--- src/rtl/opb_register_bank_simulink2ppc_pkg.sv ---
// Shared types and helpers for the Simulink-to-PPC OPB register bank:
// handshake state encoding, control bit positions and register offset math.
package opb_register_bank_simulink2ppc_pkg;

    typedef enum logic [1:0] {
        ST_IDLE = 2'd0,
        ST_ACK  = 2'd1,
        ST_WAIT = 2'd2
    } opb_state_e;

    localparam int CTRL_SNAP_BIT   = 0;
    localparam int CTRL_FREEZE_BIT = 1;

    // Word offset of a byte address relative to the window base.
    function automatic logic [29:0] word_offset(input logic [31:0] addr, input logic [31:0] base);
        return 30'((addr - base) >> 2);
    endfunction

    function automatic logic in_window(input logic [31:0] addr, input logic [31:0] base,
                                       input logic [31:0] high);
        return (addr >= base) && (addr <= high);
    endfunction

    function automatic logic [29:0] ctrl_offset(input int num_ch);
        return 30'(num_ch);
    endfunction

    function automatic logic [29:0] status_offset(input int num_ch);
        return 30'(num_ch + 1);
    endfunction

endpackage

--- src/rtl/opb_register_bank_simulink2ppc_if.sv ---
// OPB master/slave signal bundle; bit 0 is the MSB on every bus, as on OPB.
interface opb_register_bank_simulink2ppc_if #(
    parameter int AW = 32,
    parameter int DW = 32
);
    logic [0:AW-1]   OPB_ABus;
    logic [0:DW/8-1] OPB_BE;
    logic [0:DW-1]   OPB_DBus;
    logic            OPB_RNW;
    logic            OPB_select;
    logic            OPB_seqAddr;
    logic [0:DW-1]   Sl_DBus;
    logic            Sl_xferAck;
    logic            Sl_errAck;
    logic            Sl_retry;
    logic            Sl_toutSup;

    modport master (
        output OPB_ABus, OPB_BE, OPB_DBus, OPB_RNW, OPB_select, OPB_seqAddr,
        input  Sl_DBus, Sl_xferAck, Sl_errAck, Sl_retry, Sl_toutSup
    );

    modport slave (
        input  OPB_ABus, OPB_BE, OPB_DBus, OPB_RNW, OPB_select, OPB_seqAddr,
        output Sl_DBus, Sl_xferAck, Sl_errAck, Sl_retry, Sl_toutSup
    );
endinterface

--- src/rtl/opb_register_bank_simulink2ppc_opb_slave_attach.sv ---
// OPB slave attachment: window decode, one-shot ack FSM, read-data capture
// and a registered write strobe presented to the register storage.
module opb_slave_attach
    import opb_register_bank_simulink2ppc_pkg::*;
#(
    parameter logic [31:0] C_BASEADDR   = 32'h010C0500,
    parameter logic [31:0] C_HIGHADDR   = 32'h010C05FF,
    parameter int          C_OPB_AWIDTH = 32,
    parameter int          C_OPB_DWIDTH = 32
) (
    input  logic                    OPB_Clk,
    input  logic                    OPB_Rst,
    opb_register_bank_simulink2ppc_if.slave bus,
    output logic [29:0]             rd_off_o,
    input  logic [C_OPB_DWIDTH-1:0] rd_data_i,
    output logic                    wr_en_o,
    output logic [29:0]             wr_off_o,
    output logic [31:0]             wr_data_o,
    output logic                    wr_be_lsb_o
);

    opb_state_e state_q, state_d;
    logic                    xfer_ack_q, xfer_ack_d;
    logic [C_OPB_DWIDTH-1:0] dbus_q, dbus_d;
    logic                    wr_en_q, wr_en_d;
    logic [29:0]             wr_off_q, wr_off_d;
    logic [31:0]             wr_data_q, wr_data_d;
    logic                    wr_be_lsb_q, wr_be_lsb_d;

    logic [C_OPB_AWIDTH-1:0] addr_s;
    logic                    in_win_s;
    logic                    unused_seq_s;

    assign addr_s       = bus.OPB_ABus;
    assign in_win_s     = in_window(32'(addr_s), C_BASEADDR, C_HIGHADDR);
    assign rd_off_o     = word_offset(32'(addr_s), C_BASEADDR);
    assign unused_seq_s = bus.OPB_seqAddr;

    // Next state; read data and write fields are captured on IDLE->ACK only
    always_comb begin
        state_d     = state_q;
        xfer_ack_d  = 1'b0;
        dbus_d      = {C_OPB_DWIDTH{1'b0}};
        wr_en_d     = 1'b0;
        wr_off_d    = wr_off_q;
        wr_data_d   = wr_data_q;
        wr_be_lsb_d = wr_be_lsb_q;
        case (state_q)
            ST_IDLE: begin
                if (bus.OPB_select && in_win_s) begin
                    state_d     = ST_ACK;
                    xfer_ack_d  = 1'b1;
                    dbus_d      = bus.OPB_RNW ? rd_data_i : {C_OPB_DWIDTH{1'b0}};
                    wr_en_d     = ~bus.OPB_RNW;
                    wr_off_d    = rd_off_o;
                    wr_data_d   = 32'(bus.OPB_DBus);
                    wr_be_lsb_d = bus.OPB_BE[C_OPB_DWIDTH/8-1];
                end else begin
                    state_d = ST_IDLE;
                end
            end
            ST_ACK: begin
                state_d = ST_WAIT;
            end
            ST_WAIT: begin
                if (!bus.OPB_select) begin
                    state_d = ST_IDLE;
                end else begin
                    state_d = ST_WAIT;
                end
            end
            default: begin
                state_d = ST_IDLE;
            end
        endcase
    end

    // Handshake registers
    always_ff @(posedge OPB_Clk) begin
        if (OPB_Rst) begin
            state_q     <= ST_IDLE;
            xfer_ack_q  <= 1'b0;
            dbus_q      <= {C_OPB_DWIDTH{1'b0}};
            wr_en_q     <= 1'b0;
            wr_off_q    <= 30'h0;
            wr_data_q   <= 32'h0;
            wr_be_lsb_q <= 1'b0;
        end else begin
            state_q     <= state_d;
            xfer_ack_q  <= xfer_ack_d;
            dbus_q      <= dbus_d;
            wr_en_q     <= wr_en_d;
            wr_off_q    <= wr_off_d;
            wr_data_q   <= wr_data_d;
            wr_be_lsb_q <= wr_be_lsb_d;
        end
    end

    assign bus.Sl_DBus    = dbus_q;
    assign bus.Sl_xferAck = xfer_ack_q;
    assign bus.Sl_errAck  = 1'b0;
    assign bus.Sl_retry   = 1'b0;
    assign bus.Sl_toutSup = 1'b0;

    assign wr_en_o     = wr_en_q;
    assign wr_off_o    = wr_off_q;
    assign wr_data_o   = wr_data_q;
    assign wr_be_lsb_o = wr_be_lsb_q;

endmodule

--- src/rtl/opb_register_bank_simulink2ppc.sv ---
// Register bank exposing Simulink channel values to the PPC over OPB, with
// live/shadow copies, a snapshot trigger, a freeze selector and a snapshot counter.
module opb_register_bank_simulink2ppc
    import opb_register_bank_simulink2ppc_pkg::*;
#(
    parameter logic [31:0] C_BASEADDR   = 32'h010C0500,
    parameter logic [31:0] C_HIGHADDR   = 32'h010C05FF,
    parameter int          C_OPB_AWIDTH = 32,
    parameter int          C_OPB_DWIDTH = 32,
    parameter int          C_NUM_CH     = 4,
    parameter int          C_DATA_WIDTH = 32
) (
    input  logic                             OPB_Clk,
    input  logic                             OPB_Rst,
    opb_register_bank_simulink2ppc_if.slave  bus,
    input  logic [C_NUM_CH*C_DATA_WIDTH-1:0] user_data_in,
    input  logic [C_NUM_CH-1:0]              user_valid,
    output logic [15:0]                      snap_count
);

    localparam logic [29:0] CTRL_OFF = ctrl_offset(C_NUM_CH);
    localparam logic [29:0] STAT_OFF = status_offset(C_NUM_CH);

    logic [C_DATA_WIDTH-1:0] live_q   [C_NUM_CH];
    logic [C_DATA_WIDTH-1:0] live_d   [C_NUM_CH];
    logic [C_DATA_WIDTH-1:0] shadow_q [C_NUM_CH];
    logic [C_DATA_WIDTH-1:0] shadow_d [C_NUM_CH];
    logic        freeze_q, freeze_d;
    logic        snap_req_q, snap_req_d;
    logic [15:0] snap_count_q, snap_count_d;

    logic [29:0] rd_off_s;
    logic [31:0] rd_data_s;
    logic [31:0] ch_rd_s;
    logic        wr_en_s;
    logic [29:0] wr_off_s;
    logic [31:0] wr_data_s;
    logic        wr_be_lsb_s;
    logic        ctrl_wr_s;
    logic        unused_wr_s;

    opb_slave_attach #(
        .C_BASEADDR   (C_BASEADDR),
        .C_HIGHADDR   (C_HIGHADDR),
        .C_OPB_AWIDTH (C_OPB_AWIDTH),
        .C_OPB_DWIDTH (C_OPB_DWIDTH)
    ) u_attach (
        .OPB_Clk     (OPB_Clk),
        .OPB_Rst     (OPB_Rst),
        .bus         (bus),
        .rd_off_o    (rd_off_s),
        .rd_data_i   (C_OPB_DWIDTH'(rd_data_s)),
        .wr_en_o     (wr_en_s),
        .wr_off_o    (wr_off_s),
        .wr_data_o   (wr_data_s),
        .wr_be_lsb_o (wr_be_lsb_s)
    );

    assign ctrl_wr_s   = wr_en_s && (wr_off_s == CTRL_OFF) && wr_be_lsb_s;
    assign unused_wr_s = ^wr_data_s[31:2];

    // Snapshot is taken the cycle after the SNAP write; shadow sees pre-update live values
    always_comb begin
        for (int i = 0; i < C_NUM_CH; i++) begin
            live_d[i]   = user_valid[i] ? user_data_in[i*C_DATA_WIDTH +: C_DATA_WIDTH] : live_q[i];
            shadow_d[i] = snap_req_q ? live_q[i] : shadow_q[i];
        end
        freeze_d     = ctrl_wr_s ? wr_data_s[CTRL_FREEZE_BIT] : freeze_q;
        snap_req_d   = ctrl_wr_s & wr_data_s[CTRL_SNAP_BIT];
        snap_count_d = snap_req_q ? (snap_count_q + 16'd1) : snap_count_q;
    end

    // Read mux on the live address; the attach registers it into Sl_DBus
    always_comb begin
        ch_rd_s = 32'h0;
        for (int i = 0; i < C_NUM_CH; i++) begin
            ch_rd_s = ch_rd_s | ({32{rd_off_s == 30'(i)}} &
                                 32'(freeze_q ? shadow_q[i] : live_q[i]));
        end
        if (rd_off_s == CTRL_OFF) begin
            rd_data_s = 32'({31'h0, freeze_q}) << CTRL_FREEZE_BIT;
        end else if (rd_off_s == STAT_OFF) begin
            rd_data_s = {16'h0, snap_count_q};
        end else begin
            rd_data_s = ch_rd_s;
        end
    end

    // Channel, shadow and control storage
    always_ff @(posedge OPB_Clk) begin
        if (OPB_Rst) begin
            for (int i = 0; i < C_NUM_CH; i++) begin
                live_q[i]   <= {C_DATA_WIDTH{1'b0}};
                shadow_q[i] <= {C_DATA_WIDTH{1'b0}};
            end
            freeze_q     <= 1'b0;
            snap_req_q   <= 1'b0;
            snap_count_q <= 16'h0;
        end else begin
            for (int i = 0; i < C_NUM_CH; i++) begin
                live_q[i]   <= live_d[i];
                shadow_q[i] <= shadow_d[i];
            end
            freeze_q     <= freeze_d;
            snap_req_q   <= snap_req_d;
            snap_count_q <= snap_count_d;
        end
    end

    assign snap_count = snap_count_q;

endmodule

--- src/flat_wrapper.sv ---
// flat-port wrapper written by rule: the top's interface ports become plain ports
module opb_register_bank_simulink2ppc_flat import opb_register_bank_simulink2ppc_pkg::*;
#(
    parameter logic [31:0] C_BASEADDR   = 32'h010C0500,
    parameter logic [31:0] C_HIGHADDR   = 32'h010C05FF,
    parameter int          C_OPB_AWIDTH = 32,
    parameter int          C_OPB_DWIDTH = 32,
    parameter int          C_NUM_CH     = 4,
    parameter int          C_DATA_WIDTH = 32
)
  (OPB_Clk, OPB_Rst, user_data_in, user_valid, snap_count, bus_OPB_ABus, bus_OPB_BE, bus_OPB_DBus, bus_OPB_RNW, bus_OPB_select, bus_OPB_seqAddr, bus_Sl_DBus, bus_Sl_xferAck, bus_Sl_errAck, bus_Sl_retry, bus_Sl_toutSup);
  opb_register_bank_simulink2ppc_if bus_i ();
  input  logic OPB_Clk;
  input  logic OPB_Rst;
  input  logic [C_NUM_CH*C_DATA_WIDTH-1:0] user_data_in;
  input  logic [C_NUM_CH-1:0] user_valid;
  output logic [15:0] snap_count;
  input wire logic [$bits(bus_i.OPB_ABus)-1:0] bus_OPB_ABus;
  input wire logic [$bits(bus_i.OPB_BE)-1:0] bus_OPB_BE;
  input wire logic [$bits(bus_i.OPB_DBus)-1:0] bus_OPB_DBus;
  input wire logic [$bits(bus_i.OPB_RNW)-1:0] bus_OPB_RNW;
  input wire logic [$bits(bus_i.OPB_select)-1:0] bus_OPB_select;
  input wire logic [$bits(bus_i.OPB_seqAddr)-1:0] bus_OPB_seqAddr;
  output wire logic [$bits(bus_i.Sl_DBus)-1:0] bus_Sl_DBus;
  output wire logic [$bits(bus_i.Sl_xferAck)-1:0] bus_Sl_xferAck;
  output wire logic [$bits(bus_i.Sl_errAck)-1:0] bus_Sl_errAck;
  output wire logic [$bits(bus_i.Sl_retry)-1:0] bus_Sl_retry;
  output wire logic [$bits(bus_i.Sl_toutSup)-1:0] bus_Sl_toutSup;
  assign bus_i.OPB_ABus = bus_OPB_ABus;
  assign bus_i.OPB_BE = bus_OPB_BE;
  assign bus_i.OPB_DBus = bus_OPB_DBus;
  assign bus_i.OPB_RNW = bus_OPB_RNW;
  assign bus_i.OPB_select = bus_OPB_select;
  assign bus_i.OPB_seqAddr = bus_OPB_seqAddr;
  assign bus_Sl_DBus = bus_i.Sl_DBus;
  assign bus_Sl_xferAck = bus_i.Sl_xferAck;
  assign bus_Sl_errAck = bus_i.Sl_errAck;
  assign bus_Sl_retry = bus_i.Sl_retry;
  assign bus_Sl_toutSup = bus_i.Sl_toutSup;
  opb_register_bank_simulink2ppc #(.C_BASEADDR(C_BASEADDR), .C_HIGHADDR(C_HIGHADDR), .C_OPB_AWIDTH(C_OPB_AWIDTH), .C_OPB_DWIDTH(C_OPB_DWIDTH), .C_NUM_CH(C_NUM_CH), .C_DATA_WIDTH(C_DATA_WIDTH)) u_core (.OPB_Clk(OPB_Clk), .OPB_Rst(OPB_Rst), .bus(bus_i), .user_data_in(user_data_in), .user_valid(user_valid), .snap_count(snap_count));
endmodule
--- config.mk ---
export PLATFORM = sky130hd
export DESIGN_NAME = opb_register_bank_simulink2ppc_flat
export DESIGN_NICKNAME = d
export VERILOG_FILES = /design/src/rtl/opb_register_bank_simulink2ppc_pkg.sv /design/src/rtl/opb_register_bank_simulink2ppc_if.sv /design/src/rtl/opb_register_bank_simulink2ppc_opb_slave_attach.sv /design/src/rtl/opb_register_bank_simulink2ppc.sv /design/src/flat_wrapper.sv
export SDC_FILE = /design/constraint.sdc
export NUM_CORES = 1
export LEC_CHECK = 0
export CORE_MARGIN = 2
export CORE_UTILIZATION = 57
export DETAILED_ROUTE_END_ITERATION = 12
export GPL_ROUTABILITY_DRIVEN = 0
export PLACE_DENSITY_LB_ADDON = 0.12
export SLEW_MARGIN = 20
export SYNTH_ARGS = -nofsm -noshare
export SYNTH_HDL_FRONTEND = slang
export SYNTH_SLANG_ARGS = --single-unit
--- constraint.sdc ---
create_clock -name OPB_Clk -period 3.9 [get_ports OPB_Clk]
set_input_delay 0.78 -clock OPB_Clk [delete_from_list [all_inputs] [get_ports OPB_Clk]]
set_output_delay 0.78 -clock OPB_Clk [all_outputs]
set_load 0.03 [all_outputs]
=== Yosys cells after proc, flatten, opt, wreduce, memory -nomap -nowiden ===
Memory sizes are Yosys's and may differ from the RTL's.
Index checks and enable logic that the tools add are counted.

* Input bits: 205
* Register bits: 87
* RAM bits: 256
* Output and inout bits: 52
* Word-level logic and storage cells: 86
* Memories kept: 2

{| class="wikitable"
|+ Memories
! name !! depth !! bits a word !! rd ports !! clocked after Yosys merged registers in !! write ports !! RTL line !! text
|-
| u_core.live_q || 4 || 32 || 4 || 0 || 4 || opb_register_bank_simulink2ppc.sv:24 || <nowiki>logic [C_DATA_WIDTH-1:0] live_q [C_NUM_CH];</nowiki>
|-
| u_core.shadow_q || 4 || 32 || 4 || 0 || 4 || opb_register_bank_simulink2ppc.sv:26 || <nowiki>logic [C_DATA_WIDTH-1:0] shadow_q [C_NUM_CH];</nowiki>
|}

* Reduce and logical (&&, ||, !) cells: 12
* Mux-type cells: 29
* Magnitude comparators: 2
* Equal/unequal tests: 8
* $add $sub $neg: 2
* Bitwise operators: 19

{| class="wikitable"
|+ Operators by type and width
! operator !! count
|-
| 2-to-1 mux 32 bit || 20
|-
| bitwise AND 32 bit || 4
|-
| bitwise OR 32 bit || 3
|-
| == test 30 x 3 -> 1 bit (second input constant) || 3
|-
| == test 30 x 2 -> 1 bit (second input constant) || 2
|-
| >= comparator 32 x 25 -> 1 bit (second input constant) || 1
|-
| less-or-equal comparator 32 x 25 -> 1 bit (second input constant) || 1
|-
| subtractor 32 x 25 -> 32 bit (second input constant) || 1
|-
| == test 30 x 1 -> 1 bit (second input constant) || 1
|-
| zero test 30 bit || 1
|-
| adder 16 x 1 -> 16 bit (second input constant) || 1
|-
| 2-to-1 mux 16 bit || 1
|-
| bitwise OR 1 bit || 8
|-
| case mux 2 bit (3 select lines) || 1
|-
| OR reduction 6 bit || 1
|-
| 2-to-1 mux 1 bit || 5
|-
| OR reduction 5 bit || 1
|-
| logical AND 1 bit || 4
|-
| 2-to-1 mux 2 bit || 2
|-
| OR reduction 4 bit || 1
|-
| inverter 1 bit || 3
|-
| OR reduction 3 bit || 1
|-
| == test 2 x 1 -> 1 bit (second input constant) || 1
|-
| == test 2 bit (second input constant) || 1
|-
| other kinds (4) || 4
|}

=== Depth between registers and ports, before layout ===
Gate-level depths: netlist (run 1).

* Depth in word-level cells: 8
* Gate-level depth with buffers: 9
* Mapped depth without buffers: 8

=== Hierarchy ===
Synthesis (run 1) repeated with hierarchy kept, for this count alone.

* Cell total of the unflattened synthesis: 1,599
* Area total of the unflattened synthesis: 16,040.4 µm²

{| class="wikitable"
|+ Modules (own cells, without submodules)
! module !! times used !! seq. area each (µm²) !! cells an instance !! area an instance (µm²)
|-
| opb_register_bank_simulink2ppc || 1 || 5,485.3 || 1,158 || 12,054.1
|-
| opb_slave_attach || 1 || 1,981.9 || 441 || 3,986.3
|}

=== Worst setup path after synthesis (run 1) ===
No wires, ideal clock.

* Path type: input to register
* Start: input port bus_OPB_ABus[17]
* End: register u_core.u_attach.dbus_q[15] (netlist: u_core.u_attach.bus.Sl_DBus[16])
* Slack: 1,211 ps
* Cell stages on the path: 7
* Arrival: 2,602 ps
* Buffers on the path: 1
* Path through: or4_4 > nor4b_2 > a21oi_1 > mux2i_1 > a211o_4 > buf_6 > nor4_2

* Longest elaborated chain between the ends: 7
* Elaborated cells on any way between the ends: 21

{| class="wikitable"
|+ Ends and longest elaborated chain
! item !! RTL line !! text
|-
| start: declaration || flat_wrapper.sv:18 || <nowiki>input wire logic [$bits(bus_i.OPB_ABus)-1:0] bus_OPB_ABus;</nowiki>
|-
| subtractor 32 x 25 -> 32 bit || opb_register_bank_simulink2ppc_pkg.sv:16 || <nowiki>return 30'((addr - base) >> 2);</nowiki>
|-
| == test 30 x 1 -> 1 bit / zero test 30 bit (equally long branches) || opb_register_bank_simulink2ppc.sv:77 || <nowiki>ch_rd_s = ch_rd_s | ({32{rd_off_s == 30'(i)}} &</nowiki>
|-
| bitwise AND 32 bit || opb_register_bank_simulink2ppc.sv:77 ||
|-
| bitwise OR 32 bit (3 in a row) || opb_register_bank_simulink2ppc.sv:77 ||
|-
| 2-to-1 mux 16 bit || opb_register_bank_simulink2ppc.sv:82 || <nowiki>end else if (rd_off_s == STAT_OFF) begin</nowiki>
|-
| end signal: assignment || opb_register_bank_simulink2ppc_opb_slave_attach.sv:83 || <nowiki>dbus_q <= {C_OPB_DWIDTH{1'b0}};</nowiki>
|-
| end signal: assignment || opb_register_bank_simulink2ppc_opb_slave_attach.sv:91 || <nowiki>dbus_q <= dbus_d;</nowiki>
|-
| end: declaration || opb_register_bank_simulink2ppc_opb_slave_attach.sv:24 || <nowiki>logic [C_OPB_DWIDTH-1:0] dbus_q, dbus_d;</nowiki>
|}

Several ways; a longest one is shown, not always the timed one.
A chain may end at the register's enable or synchronous reset.

=== Worst setup path after layout (run 1) ===
* Start: input port bus_OPB_ABus[20]
* End: register u_core.u_attach.dbus_q[2] (netlist: u_core.u_attach.bus.Sl_DBus[29])

Same word-level chain as after synthesis.

==> flow_summary_export.csv, run 1 <==
group,metric,value,unit
run_status,status,"complete, no violations",
setup_path,endpoint_kind,"flop",
sta,tns,0,ns
grt,grt-busiest-layer,"met2",
clock_network,cts_resized,0,
sta,max_freq,0.319,GHz
grt,grt_max_degree,131,
grt,antenna_found_initial,2,
flow_run,maxCapViolCount,0,
die,io_pins,257,
detailed_routing,drt_first_pass_iters,7,
detailed_routing,drt_iter0_markers,728,
placement,dp_hpwl,22200,µm
sta,period_needed,3.13,ns
sta,skew,0.0126,ns
min_path,min_to,"u_core.u_attach.wr_off_o[20]",
die,dieArea,0.0266,mm²
grt,grt_pass1_vias,10200,
sta,min_period_over_period,80.3,%
setup_path,r2r_end,"u_core.u_attach.bus.Sl_DBus[29]",
clock_network,cts_tree,"yes",
logic_synthesis,ys_seq_area_share,47.7,%
logic_synthesis,synth_seq_cells,343,
detailed_routing,via_per_inst,5.61,
sta,slew_viol_final,0,
sta,slew_headroom,35.4,%
sta,worst_pin_slew,0.969,ns
clock_network,cts.sinks,343,
logic_synthesis,synth_flop_cell,"dfxtp_1",
finish,fin_cells,1888,
finish,nNetsFinal,1741,
finish,drive_above_1_share,11.4,%
min_path,worstHoldPathCells,1,
logic_synthesis,synth.avg_cell_area,10.6,µm²
grt,track_usage,25.4,%
min_path,hold_path.class,"reg2reg",
setup_path,cp_max_fo,15,
clock_network,cts_buffers,36,
logic_synthesis,synthTopCellsByCount,"dfxtp_1, nor2_1, mux2i_1",
logic_synthesis,ys_types,59,
setup_path,reg2reg_slack,1.65,ns
clock_network,htreeDepth,2,
sta,rsz0062_at_grt,"no",
logic_synthesis,netlist_top_cells_area,"dfxtp_1, mux2i_1, mux4_2",
clock_network,clkLatencyLatePin,0.51,ns
power,p_per_area,420,mW/mm²
clock_network,cts_setup_buffers,0,
grt,use_met2,41.5,%
detailed_routing,ant_nets,0,
die,rows,58,
sta,final_hold_viol_count,0,
setup_path,crit_arrival,3.52,ns
die,die_h,163,µm
setup_path,cp-start-kind,"primary input",
logic_synthesis,synth_largest_area_cell,"dfxtp_1",
power,p_leak,6.67,nW
placement,io_buffers,219,
clock_network,root_buffer,"clkbuf_16",
setup_path,r2r_cells,6,
finish,syn2layout_area_growth,24.4,%
grt,grt_use_met1,34.6,%
clock_network,clkTransAtPathRegs,0.06,ns
logic_synthesis,yosysMostFrequentCell,"dfxtp_1",
detailed_routing,drcViolationCount,0,
grt,grt_use_met3,4.76,%
grt,overflow,0,
die,fp.dieW,163,µm
placement,dp.cells,1825,
detailed_routing,drt_wl_total,34000,µm
die,initial_core_util,57.7,%
logic_synthesis,synth_cells,1353,
logic_synthesis,synthDominantCellAreaShare,47.7,%
setup_path,cp.required,4.29,ns
clock_network,cts_max_path_buffers,3,
setup_path,crit_type,"in2reg",
min_path,min_from,"u_core.u_attach.wr_off_o[20]",
power,vdd_drop_max,0.363,mV
logic_synthesis,synth_edf_count,0,
logic_synthesis,synth_warnings,0,
setup_path,worstReg2RegStart,"u_core.u_attach.state_q[0]",
die,fp.coreArea,0.0250,mm²
sta,final-setup-viol-count,0,
detailed_routing,wl_per_cell,18.0,µm
detailed_routing,vias,10600,
clock_network,hold_buffers,0,
grt,grt_pass1_wl,53600,µm
logic_synthesis,async_flop_share,0,%
logic_synthesis,syn-cell-area,0.0144,mm²
[sequential cells by signal, indices dropped and copies added, names as in the netlist]
register	count
u_core.shadow_q	128
u_core.snap_count	16
u_core.u_attach.wr_be_lsb_o	1
u_core.live_q	128
u_core.snap_req_q	1
u_core.freeze_q	1
u_core.u_attach.wr_en_o	1
u_core.u_attach.state_q	2
u_core.u_attach.bus.Sl_xferAck	1
u_core.u_attach.wr_data_o	2
u_core.u_attach.wr_off_o	30
u_core.u_attach.bus.Sl_DBus	32
[worst max-delay path by stage]
stage               slack, ns  cells after the start                         endpoint              from
floorplan                1.21                      7  u_core.u_attach.bus.Sl_DBus[16]  bus_OPB_ABus[17]
CTS                      0.81                      7  u_core.u_attach.bus.Sl_DBus[29]  bus_OPB_ABus[20]
global route             0.57                      7  u_core.u_attach.bus.Sl_DBus[29]  bus_OPB_ABus[20]
finish                   0.77                      7  u_core.u_attach.bus.Sl_DBus[29]  bus_OPB_ABus[20]
global placement         0.43                      7  u_core.u_attach.bus.Sl_DBus[29]  bus_OPB_ABus[20]
detailed placement       0.25                      7  u_core.u_attach.bus.Sl_DBus[29]  bus_OPB_ABus[20]
[area by class of cell]
class	count	area, µm²
clock inverter	10	75.1
fill	1884	7050
multi-input combinational	904	7110
inverter	7	26.3
sequential	343	6870
timing repair buffer	241	2350
tap	330	413
clock buffer	52	1060
antenna	1	2.50
[logic make-up after synthesis]
group / Yosys count / share of synthesized area, %
DFF: 343 / 47.7
muxes: 346 / 29.6
adders and majority gates: 3 / 0.261
other: 1 / 0.0260
xor gates and xnor gates: 17 / 1.03
and+or+nand+nor: 458 / 14.4
buffers and inverters: 108 / 3.08
AOI/OAI and AO/OA: 77 / 3.92
[metrics by stage]
| step | utilization [%] | cell area (µm²) | worst slack (ns) | power (W) | hold WS, ns |
|---|---|---|---|---|---|
| 5_1_grt | 71.7 | 17900 | 0.569 | 0.00779 | 0.480 |
| 2_1_floorplan | - | 14400 | 1.21 | 0.00405 | 0.441 |
| 6_report | 71.7 | 17900 | 0.770 | 0.00753 | 0.463 |
| 4_1_cts | 71.7 | 17900 | 0.809 | 0.00759 | 0.467 |
| 3_5_place_dp | 67.2 | 16800 | 0.252 | 0.00433 | 0.454 |
| 3_3_place_gp | 67.2 | 16800 | 0.434 | 0.00432 | 0.446 |
[layout by cell type, fill, tap and decap left out, drive strengths merged, types with 4 or more instances in the layout]
master	synthesis	routed
nand3	6	6
or3	6	6
nand2	64	64
nor4	27	27
mux2i	282	282
nor2b	4	4
buf	48	28
xor2	11	11
xnor2	6	6
clkdlybuf4s50	0	212
clkinv	0	9
nand3b	4	4
inv	7	7
dfxtp	343	343
clkbuf	53	53
o21a	23	23
a21oi	15	15
o21ai	8	8
and3	5	5
a32oi	15	15
nand4	12	12
mux4	64	64
nor3	10	10
nor2	305	305
[critical path: stages]
cell and delay (ns):
clkdlybuf4s50_1 0.53, nor4_2 0.53, and4_1 0.30, nand4_1 0.18, nor2_4 0.20, o2111ai_2 0.49
nor4_1 0.49
[power breakdown]
group | switching (W) | internal, W
clock network | 0.00132 | 0.00195
logic | 0.000282 | 0.000332
registers | 0.0000586 | 0.00358
total | 0.00166 | 0.00587
[layer usage]
| metal | routed length, µm | vias to the layer above |
|---|---|---|
| met4 | 713 | 2 |
| met2 | 15900 | 306 |
| met3 | 2180 | 53 |
| li1 | - | 5121 |
| met1 | 15200 | 5102 |
| met5 | 13 | - |
Power figures use the tool's default switching activity.
==> run 2, diff against run 1 <==
- CORE_UTILIZATION: 57 -> 53
- clock period: 3.9 -> 2.98 ns (I/O delays scaled with it)
==> run 2 against run 1 <==
Net effect:
- design area increased by 1.4%
- first-iteration DRC count decreased by 2.2%
- combinational power increased by 34%
- worst hold slack got worse by 0.013 ns
- power increased by 32%
- final cell count increased by 1.5%
- sequential power increased by 31%
==> flow_summary_export.csv, run 2 (synthesized netlist as in run 1, its figures left out) <==
group,metric,value,unit
detailed_routing,wl_per_cell,18.2,µm
detailed_routing,via_per_inst,5.56,
finish,mostFrequentLayoutCells,"dfxtp_1, nor2_1, mux2i_1, clkdlybuf4s50_1",
finish,syn2layout_area_growth,26.1,%
power,vdd_drop_max,0.386,mV
detailed_routing,drt_first_pass_iters,5,
sta,final-setup-viol-count,0,
sta,period_needed,2.56,ns
min_path,hold_path.class,"in2reg",
power,p_int,0.00780,W
sta,tns,0,ns
setup_path,cp_max_fo,15,
power,p_comb_share,8.3,%
setup_path,endpoint_kind,"flop",
finish,fin_area,0.0182,mm²
clock_network,root_buffer,"clkbuf_16",
clock_network,clkLatencyLatePin,0.51,ns
power,switching_power,0.00216,W
sta,max_freq,0.391,GHz
setup_path,crit_type,"in2reg",
die,fp.dieW,169,µm
setup_path,cp.depth,10,
power,seqPwrFrac,47.9,%
clock_network,cts_resized,0,
clock_network,cts_setup_buffers,0,
setup_path,crit_arrival,2.97,ns
clock_network,cts_max_path_buffers,3,
clock_network,htreeDepth,2,
power,swShare,21.7,%
sta,final_hold_viol_count,0,
setup_path,cp.required,3.39,ns
setup_path,cp-start-kind,"primary input",
die,initial_core_util,53.7,%
min_path,min_from,"OPB_Rst",
power,clkPwrFrac,43.8,%
grt,grt_pass1_vias,10400,
finish,multiInputGateArea,0.00711,mm²
grt,antenna_found_initial,3,
sta,worst_pin_slew,1.06,ns
power,total_power,0.00996,W
die,die_h,169,µm
die,io_pins,257,
detailed_routing,drcViolationCount,0,
finish,drive_above_1_share,12.2,%
sta,rsz0062_at_grt,"no",
die,fp.coreArea,0.0268,mm²
setup_path,r2r_cells,5,
grt,grt_pass1_wl,54700,µm
detailed_routing,vias,10700,
clock_network,clkTransAtPathRegs,0.06,ns
sta,slew_headroom,29.5,%
finish,layout_commonest_cell,"dfxtp_1",
finish,fillCellCount,2133,
clock_network,cts_tree,"yes",
sta,min_period_over_period,85.9,%
sta,skew,0.0102,ns
clock_network,cts_buffers,36,
clock_network,hold_buffers,0,
detailed_routing,ant_nets,0,
setup_path,path_cells,"clkdlybuf4s50_1 > inv_1 > ha_1 > nor2b_1 > a21oi_1 > o21a_1 > nor4_2 > buf_4 > a32oi_1 > nor4_1",
setup_path,critPathMaxStageDelay,0.51,ns
grt,track_usage,24.0,%
power,p_leak,6.79,nW
flow_run,maxCapViolCount,0,
power,p_per_area,548,mW/mm²
min_path,worstHoldPathCells,2,
placement,dp_hpwl,22600,µm
grt,grt_max_degree,105,
setup_path,critPathBufInv,3,
setup_path,crit_start,"bus_OPB_ABus[8]",
sta,slew_viol_final,0,
finish,final_core_utilization,67.8,%
detailed_routing,drt_wl_total,34800,µm
finish,nNetsFinal,1763,
placement,io_buffers,219,
setup_path,cp_slowest_cell,"clkdlybuf4s50_1",
detailed_routing,drt_iter0_markers,712,
setup_path,cp_top_family,"buffers and inverters",
finish,seq_area,0.00687,mm²
grt,overflow,0,
run_status,status,"complete, no violations",
die,rows,60,
placement,place_area,0.0170,mm²
setup_path,worstReg2RegStart,"u_core.freeze_q",
clock_network,cts.sinks,343,
die,dieArea,0.0285,mm²
run 2: cell types whose count changed in the layout (fill, tap and decap cells not counted), sizes merged:
cell / delta
buf: +22
clkinv: -7
diode: +3
bufinv: +2
clkbuf: -2
run 2: path summary, 6_finish.rpt:
kind                                     end  slack (ns)
max reg2reg  u_core.u_attach.bus.Sl_DBus[17]        0.99
min reg2reg     u_core.u_attach.wr_off_o[26]        0.47
min               u_core.u_attach.state_q[1]        0.45
max          u_core.u_attach.bus.Sl_DBus[26]        0.42
run 2: cell type report:
class                      instances  share of cell area, %
tap                              341                   2.35
clock inverter                     5                  0.551
antenna                            4                 0.0551
inverter                           7                  0.145
multi-input combinational        904                   39.1
timing repair buffer             263                   14.2
sequential                       343                   37.8
clock buffer                      50                   5.70
run 2: power by group through the flow:
stage               logic (W)  clock network [W]  registers [W]
global placement     0.000816                  0        0.00486
floorplan            0.000457                  0        0.00484
detailed placement   0.000827                  0        0.00486
CTS                  0.000831            0.00444        0.00476
global route         0.000893            0.00464        0.00478
finish               0.000827            0.00436        0.00477
run 2: layer usage:
layer	wire length, µm	global-route usage [%]	vias up
met5	0	0	-
met4	765	6.90	0
met3	1920	4.40	52
met2	16300	40.0	260
met1	15800	32.0	5192
li1	-	-	5163
run 2: worst reg2reg max path, delay by kind of cell (launching register included):
kind | cells | cell delay (ns)
AO/OA/AOI/OAI | 1 | 0.24
flip-flops | 1 | 0.73
multiplexers | 1 | 0.61
AND/OR/NAND/NOR | 3 | 0.29
run 2: per-stage QoR:
step	hold WS [ns]	setup WS, ns	std cells
after floorplan	0.441	0.475	1355
after global placement	0.449	-0.00786	1858
after detailed placement	0.455	-0.0649	1858
after CTS	0.438	0.443	1913
after global routing	0.451	0.189	1916
final	0.450	0.420	1917
